==> config.mk <==
export PLATFORM = sky130hd
export DESIGN_NAME = ifu_fetch_flat
export DESIGN_NICKNAME = d
export VERILOG_FILES = /design/src/rtl/ifu_pkg.sv /design/src/rtl/ifu_fetch_if.sv /design/src/rtl/ifu_fetch.sv /design/src/flat_wrapper.sv
export SDC_FILE = /design/constraint.sdc
export NUM_CORES = 1
export LEC_CHECK = 0
export ABC_CLOCK_PERIOD_IN_PS = 2150
export CORE_AREA = 2 2 155 157
export DETAILED_ROUTE_END_ITERATION = 12
export DIE_AREA = 0 0 157 159
export PLACE_DENSITY = 0.68
export SLEW_MARGIN = 20
export SYNTH_ARGS = -nofsm -noshare
export SYNTH_HDL_FRONTEND = slang
export SYNTH_SLANG_ARGS = --single-unit
==> constraint.sdc <==
create_clock -name clk -period 2.15 [get_ports clk]
set_input_delay 0.43 -clock clk [delete_from_list [all_inputs] [get_ports clk]]
set_output_delay 0.43 -clock clk [all_outputs]
set_load 0.02 [all_outputs]
==> src/rtl/ifu_pkg.sv <==
// Shared types and constants for the instruction fetch unit.
package ifu_pkg;

    localparam int XLEN = 64;
    localparam int ILEN = 32;

    localparam logic [XLEN-1:0] RESET_VECTOR_DEF = 64'h0000_0000_8000_0000;
    localparam logic [ILEN-1:0] NOP_INST         = 32'h0000_0013;

    typedef enum logic [2:0] {
        IFU_REQ  = 3'd0,
        IFU_WAIT = 3'd1,
        IFU_OUT  = 3'd2,
        IFU_IDLE = 3'd3,
        IFU_DROP = 3'd4
    } ifu_state_t;

    function automatic logic is_misaligned(input logic [XLEN-1:0] pc);
        return (pc[1:0] != 2'b00);
    endfunction

endpackage

==> src/rtl/ifu_fetch_if.sv <==
// Instruction-memory request/response bus plus the decode hand-off, seen from the fetch unit (master).
interface ifu_fetch_if;
    import ifu_pkg::*;

    logic            imem_req_valid;
    logic            imem_req_ready;
    logic [XLEN-1:0] imem_req_addr;
    logic            imem_rsp_valid;
    logic [ILEN-1:0] imem_rsp_data;
    logic            imem_rsp_err;
    logic            inst_valid;
    logic            inst_ready;
    logic [ILEN-1:0] inst;
    logic [XLEN-1:0] inst_pc;
    logic            inst_fault;

    modport master (
        output imem_req_valid, imem_req_addr, inst_valid, inst, inst_pc, inst_fault,
        input  imem_req_ready, imem_rsp_valid, imem_rsp_data, imem_rsp_err, inst_ready
    );

    modport slave (
        input  imem_req_valid, imem_req_addr, inst_valid, inst, inst_pc, inst_fault,
        output imem_req_ready, imem_rsp_valid, imem_rsp_data, imem_rsp_err, inst_ready
    );

endinterface

==> src/rtl/ifu_fetch.sv <==
// Instruction fetch unit: architectural PC, single-outstanding imem read FSM, registered decode output.
// Optional macro IFU_MISALIGN_CHECK_EN: a misaligned PC faults locally with a NOP instead of reaching memory.
module ifu_fetch
    import ifu_pkg::*;
#(
    parameter logic [XLEN-1:0] RESET_VECTOR = RESET_VECTOR_DEF
) (
    input  logic            clk,
    input  logic            rst,
    output logic [XLEN-1:0] pc_o,
    input  logic [XLEN-1:0] dnpc_i,
    input  logic            pc_update_i,
    input  logic            flush_i,
    input  logic [XLEN-1:0] flush_pc_i,
    ifu_fetch_if.master     bus
);

    ifu_state_t      r_state;
    ifu_state_t      w_next_state;
    logic [XLEN-1:0] r_pc;
    logic [XLEN-1:0] r_inst_pc;
    logic [ILEN-1:0] r_inst;
    logic            r_inst_fault;
    logic            w_misalign;
    logic            w_req_valid;
    logic            w_inst_valid;
    logic            w_req_fire;
    logic            w_rsp_take;
    logic            w_local_fault;

`ifdef IFU_MISALIGN_CHECK_EN
    assign w_misalign = is_misaligned(r_pc);
`else
    assign w_misalign = 1'b0;
`endif

    assign w_req_fire    = w_req_valid & bus.imem_req_ready;
    assign w_rsp_take    = (r_state == IFU_WAIT) & bus.imem_rsp_valid & ~flush_i;
    assign w_local_fault = (r_state == IFU_REQ) & w_misalign & ~flush_i;

    // State register.
    always_ff @(posedge clk) begin
        if (rst) begin
            r_state <= IFU_REQ;
        end else begin
            r_state <= w_next_state;
        end
    end

    // Next-state logic; a flush redirects, but an accepted request still owes one response (DROP).
    always_comb begin
        w_next_state = r_state;
        case (r_state)
            IFU_REQ: begin
                if (flush_i) begin
                    w_next_state = w_req_fire ? IFU_DROP : IFU_REQ;
                end else if (w_misalign) begin
                    w_next_state = IFU_OUT;
                end else if (w_req_fire) begin
                    w_next_state = IFU_WAIT;
                end else begin
                    w_next_state = IFU_REQ;
                end
            end
            IFU_WAIT: begin
                if (bus.imem_rsp_valid) begin
                    w_next_state = flush_i ? IFU_REQ : IFU_OUT;
                end else begin
                    w_next_state = flush_i ? IFU_DROP : IFU_WAIT;
                end
            end
            IFU_OUT: begin
                if (flush_i) begin
                    w_next_state = IFU_REQ;
                end else if (bus.inst_ready) begin
                    w_next_state = IFU_IDLE;
                end else begin
                    w_next_state = IFU_OUT;
                end
            end
            IFU_IDLE: begin
                if (flush_i || pc_update_i) begin
                    w_next_state = IFU_REQ;
                end else begin
                    w_next_state = IFU_IDLE;
                end
            end
            IFU_DROP: begin
                if (bus.imem_rsp_valid) begin
                    w_next_state = IFU_REQ;
                end else begin
                    w_next_state = IFU_DROP;
                end
            end
            default: w_next_state = IFU_REQ;
        endcase
    end

    // FSM outputs, held inactive while reset is asserted.
    always_comb begin
        w_req_valid  = 1'b0;
        w_inst_valid = 1'b0;
        if (rst) begin
            w_req_valid  = 1'b0;
            w_inst_valid = 1'b0;
        end else begin
            case (r_state)
                IFU_REQ: w_req_valid  = ~w_misalign;
                IFU_OUT: w_inst_valid = 1'b1;
                default: begin
                    w_req_valid  = 1'b0;
                    w_inst_valid = 1'b0;
                end
            endcase
        end
    end

    // PC register: flush beats a retire, and a retire is only honoured in IDLE.
    always_ff @(posedge clk) begin
        if (rst) begin
            r_pc <= RESET_VECTOR;
        end else if (flush_i) begin
            r_pc <= flush_pc_i;
        end else if ((r_state == IFU_IDLE) && pc_update_i) begin
            r_pc <= dnpc_i;
        end else begin
            r_pc <= r_pc;
        end
    end

    // Decode output registers.
    always_ff @(posedge clk) begin
        if (rst) begin
            r_inst       <= {ILEN{1'b0}};
            r_inst_pc    <= {XLEN{1'b0}};
            r_inst_fault <= 1'b0;
        end else if (w_rsp_take) begin
            r_inst       <= bus.imem_rsp_data;
            r_inst_pc    <= r_pc;
            r_inst_fault <= bus.imem_rsp_err;
        end else if (w_local_fault) begin
            r_inst       <= NOP_INST;
            r_inst_pc    <= r_pc;
            r_inst_fault <= 1'b1;
        end else begin
            r_inst       <= r_inst;
            r_inst_pc    <= r_inst_pc;
            r_inst_fault <= r_inst_fault;
        end
    end

    assign pc_o               = r_pc;
    assign bus.imem_req_valid = w_req_valid;
    assign bus.imem_req_addr  = r_pc;
    assign bus.inst_valid     = w_inst_valid;
    assign bus.inst           = r_inst;
    assign bus.inst_pc        = r_inst_pc;
    assign bus.inst_fault     = r_inst_fault;

endmodule

==> src/flat_wrapper.sv <==
// flat-port wrapper written by rule: the top's interface ports become plain ports
module ifu_fetch_flat import ifu_pkg::*;
#(
    parameter logic [XLEN-1:0] RESET_VECTOR = RESET_VECTOR_DEF
)
  (clk, rst, pc_o, dnpc_i, pc_update_i, flush_i, flush_pc_i, bus_imem_req_valid, bus_imem_req_addr, bus_inst_valid, bus_inst, bus_inst_pc, bus_inst_fault, bus_imem_req_ready, bus_imem_rsp_valid, bus_imem_rsp_data, bus_imem_rsp_err, bus_inst_ready);
  ifu_fetch_if bus_i ();
  input  logic clk;
  input  logic rst;
  output logic [XLEN-1:0] pc_o;
  input  logic [XLEN-1:0] dnpc_i;
  input  logic pc_update_i;
  input  logic flush_i;
  input  logic [XLEN-1:0] flush_pc_i;
  output wire logic [$bits(bus_i.imem_req_valid)-1:0] bus_imem_req_valid;
  output wire logic [$bits(bus_i.imem_req_addr)-1:0] bus_imem_req_addr;
  output wire logic [$bits(bus_i.inst_valid)-1:0] bus_inst_valid;
  output wire logic [$bits(bus_i.inst)-1:0] bus_inst;
  output wire logic [$bits(bus_i.inst_pc)-1:0] bus_inst_pc;
  output wire logic [$bits(bus_i.inst_fault)-1:0] bus_inst_fault;
  input wire logic [$bits(bus_i.imem_req_ready)-1:0] bus_imem_req_ready;
  input wire logic [$bits(bus_i.imem_rsp_valid)-1:0] bus_imem_rsp_valid;
  input wire logic [$bits(bus_i.imem_rsp_data)-1:0] bus_imem_rsp_data;
  input wire logic [$bits(bus_i.imem_rsp_err)-1:0] bus_imem_rsp_err;
  input wire logic [$bits(bus_i.inst_ready)-1:0] bus_inst_ready;
  assign bus_imem_req_valid = bus_i.imem_req_valid;
  assign bus_imem_req_addr = bus_i.imem_req_addr;
  assign bus_inst_valid = bus_i.inst_valid;
  assign bus_inst = bus_i.inst;
  assign bus_inst_pc = bus_i.inst_pc;
  assign bus_inst_fault = bus_i.inst_fault;
  assign bus_i.imem_req_ready = bus_imem_req_ready;
  assign bus_i.imem_rsp_valid = bus_imem_rsp_valid;
  assign bus_i.imem_rsp_data = bus_imem_rsp_data;
  assign bus_i.imem_rsp_err = bus_imem_rsp_err;
  assign bus_i.inst_ready = bus_inst_ready;
  ifu_fetch #(.RESET_VECTOR(RESET_VECTOR)) u_core (.clk(clk), .rst(rst), .pc_o(pc_o), .dnpc_i(dnpc_i), .pc_update_i(pc_update_i), .flush_i(flush_i), .flush_pc_i(flush_pc_i), .bus(bus_i));
endmodule
; After elaboration in Yosys (flattened, before gate mapping)
; Cells that the tools add are included.
[totals]
reg_bits = 164
latchBits = 0
ramBits = 0
mem_bits_ro = 0
input_bits = 168
output_inout_bits = 227
wordCells = 34
n_memories = 0
[classes]
addsub = 0
n_mul = 0
div_mod_pow = 0
n_lt_le_gt_ge = 0
n_eq_ne = 4
n_shift = 0
mux = 17
bitwise = 4
n_reduce_logical = 4
[op_table]
columns = operator, count
row1 = 2-to-1 mux 64 bit, 2
row2 = 2-to-1 mux 3 bit, 6
row3 = case mux 3 bit (5 select lines), 1
row4 = == test 3 x 2 -> 1 bit (second input constant), 2
row5 = 2-to-1 mux 1 bit, 6
row6 = 2-to-1 mux 2 bit, 2
row7 = AND 1 bit, 3
row8 = == test 3 x 1 -> 1 bit (second input constant), 1
row9 = == test 3 bit (second input constant), 1
row10 = zero test 3 bit, 1
row11 = nonzero test 2 bit, 1
row12 = logical AND 1 bit, 1
row13 = logical OR 1 bit, 1
row14 = inverter 1 bit, 1

; Longest topological paths before layout
[depth]
depth_word = 7
depth_mapped = 7

; Worst setup path after synthesis
; Ideal clock, no wire load.
[synth_timing]
path_kind = register -> output
start = register u_core.r_state[0]
end = output bus_inst_valid
arrival_time_ps = 1221
slack_ps = 499
stages_incl_launch_ff = 3
n_path_buf = 1
cell_sequence = dfxtp_1 buf_4 nor4b_1
[synth_between]
elab_chain_len = 3
[synth_lines]
columns = item, line
row1 = from (decl), ifu_fetch.sv:18  ; ifu_state_t r_state;
row2 = from (signal assigned), ifu_fetch.sv:46  ; r_state <= w_next_state;
row3 = == test 3 x 2 -> 1 bit, ifu_fetch.sv:107  ; case (r_state)
row4 = 2-to-1 mux 1 bit, ifu_fetch.sv:107
row5 = 2-to-1 mux 1 bit, ifu_fetch.sv:103  ; if (rst) begin
row6 = to (decl), flat_wrapper.sv:17  ; output wire logic [$bits(bus_i.inst_valid)-1:0] bus_inst_valid;
; No other way between the ends.

; Worst setup path after layout
[layout_timing]
start = register u_core.r_state[1]
end = output bus_inst_valid
; Same word-level chain as after synthesis.

==> run_results.csv <==
group,metric,value,unit
yosys,synth.avg_cell_area,9.59,um^2
sta,max_freq,0.509,GHz
floorplanning,start_util,32.5,%
yosys,yosys_warnings,0,
place,gp_congestion,0.782,
floorplanning,die_w,157,um
routing,first_iter_violations,218,
sta,period_share,91.3,%
finish,n_fill_cell,2133,
power_and_ir_drop,p_per_area,636,nW/um^2
sta,worst_slack,0.186,ns
finish,layout_common_cells,"clkdlybuf4s50_1, nand2_1, dfxtp_1",
finish,fin_area,12000,um^2
cts,cts_tree,"done",
cts,clock-sinks,164,
finish,final_core_util,51.8,%
finish,layout_commonest_cell,"clkdlybuf4s50_1",
yosys,synth_top_area_share,43.5,%
cts,cts_buffers,17,
flow_run,maxCapViolations,0,
power_and_ir_drop,p_leak,4.49,nW
floorplanning,die_area,25000,um^2
sta,skew,0.00947,ns
power_and_ir_drop,power,7.65,mW
finish,drive_above_1_share,11.2,%
sta,min_period,1.96,ns
cts,clk-insertion-delay-late,0.41,ns
place,io_buffers,394,
status,status,"finished, final reports clean",
routing,ant_nets,0,
routing,vias,6313,
yosys,yosysSeqAreaShare,43.5,%
yosys,synth_cell_types,22,
sta,worst_pin_slew,0.290,ns
worst_setup_path,critPathMaxFanout,8,
worst_setup_path,required,1.72,ns
yosys,synth.largest_area_cell,"dfxtp_1",
worst_hold_path,hold_path.class,"in2reg",
place,place_area,11400,um^2
global_route,antenna_found_initial,1,
global_route,grtUsageTotal,17.5,%
floorplanning,io_pins,395,
routing,routed_wl,22.5,mm
routing,drc_errors,0,
worst_setup_path,critPathCaptureType,"primary output",
yosys,syn_area,7540,um^2
sta,final_max_slew_viol_count,0,
routing,routedWlPerCell,15.6,um
sta,rsz0062_at_grt,"false",
yosys,syn-num-nets,955,
routing,dr.pass1.iters,4,
power_and_ir_drop,peakVddDrop,0.000386,V
worst_setup_path,start_kind,"flip-flop",
sta,maxSlewHeadroom,80.6,%
global_route,grt_max_degree,64,
sta,finalSetupViolations,0,
yosys,postSynthCellCount,787,
finish,area_delta_synth_final,59.3,%
worst_setup_path,cp.arrival,1.53,ns
global_route,grt_pass1_wl,34.3,mm
yosys,synth-seq-cells,164,
cts,holdBufCountCts,0,
place,dp_cells,1406,
sta,tns,0,ns
global_route,grt-ovfl-total,0,
cts,cts.clk_slew.worst_paths,0.07,ns
floorplanning,die_y,159,um
yosys,yosys-top-cells-area,"dfxtp_1, mux2i_1, nand2_1, mux2_2, buf_4",
finish,stdcell_count,1439,
place,dpl.hpwl,16.9,mm
routing,vias_per_cell,4.39,
sta,holdWs,0.427,ns
floorplanning,rows,56,
cts,htreeDepth,4,
cts,clk_path_buf_depth,2,
sta,timing_hold_violations_final,0,
global_route,grt_pass1_vias,6387,
floorplanning,core_area,23200,um^2
place,pre_cts_ws,-0.0695,ns
finish,nNetsFinal,1274,
worst_setup_path,crit_type,"reg2out",
cts,cts-root-buf,"clkbuf_16",
-- worst max-delay path, stage by stage, from the launching register on --
cell           delay, ns
dfxtp_1             0.49
nor4b_1             0.26
dlygate4sd2_1       0.37
-- what timing repair did --
item,4_1_cts,5_1_grt
buffers inserted,0,0
endpoints found under the hold margin,0,0
resized for setup,2,0
endpoints found under the setup margin,2,0
-- worst paths after layout --
kind	startpoint	to	slack, ns	cells past startpoint
worst max register to register	u_core.r_state[0]$_SDFF_PP0_	u_core.bus.inst_pc[13]$_SDFFE_PP0P_	0.58	6
worst min-delay path	flush_i	u_core.r_state[2]$_SDFF_PP0_	0.43	3
worst min register to register	u_core.bus.inst_pc[23]$_SDFFE_PP0P_	u_core.bus.inst_pc[23]$_SDFFE_PP0P_	0.45	2
worst max-delay path	u_core.r_state[1]$_SDFF_PP0_	bus_inst_valid	0.19	2
-- cells in the mapped netlist --
cell and count:
nor3_2 1, nand3b_4 1, nand2_1 259, mux2i_1 162, a21oi_1 1, mux2_2 63
a211oi_1 4, or3_1 2, buf_1 5, o211ai_1 1, inv_1 2, nor4_1 1
buf_6 8, buf_4 80, clkinv_1 1, nor4b_1 1, nor2b_1 3, nor2_1 1
clkbuf_1 20, dfxtp_1 164, buf_2 6, a41o_1 1
-- flip-flops by register name, summed over array words and instances (netlist names) --
signal / count
u_core.bus.imem_req_addr: 64
u_core.bus.inst_pc: 64
u_core.bus.inst: 32
u_core.r_state: 3
u_core.bus.inst_fault: 1
-- report_power, final --
group          internal (mW)  switching [mW]
Combinational          0.773           0.594
Sequential              3.13          0.0895
Clock                   1.70            1.35
Total                   5.61            2.04
-- cell type report --
class	instances	area (um^2)	share of cell area, %
clock buffers	19	453	3.77
diodes	1	2.50	0.0208
well taps	319	399	3.32
multi-input cells	501	3450	28.7
repair buffers	419	4280	35.6
clock inverters	13	138	1.14
inverters	3	16.3	0.135
flip-flops and latches	164	3280	27.3
-- cells by family (layout without fill, tap and decap cells) --
| family | count (synthesis) | after routing | share of synthesized area, % |
|---|---|---|---|
| buffers and inverters | 122 | 454 | 10.9 |
| muxes | 225 | 225 | 30.9 |
| DFF | 164 | 164 | 43.5 |
| other | 0 | 1 | 0 |
| and+or+nand+nor | 269 | 269 | 13.9 |
| AOI/OAI and AO/OA | 7 | 7 | 0.697 |
-- per-layer routing --
| layer | global-route usage, % | vias to the layer above | share of wire, % |
|---|---|---|---|
| met1 | 20.5 | 2898 | 42 |
| met2 | 30.8 | 225 | 50 |
| li1 | - | 3170 | - |
| met3 | 5.01 | 20 | 6.9 |
| met4 | 4.92 | 0 | 1.4 |
| met5 | 0 | - | 0 |
Note: power is estimated with default switching activity, not from simulation.
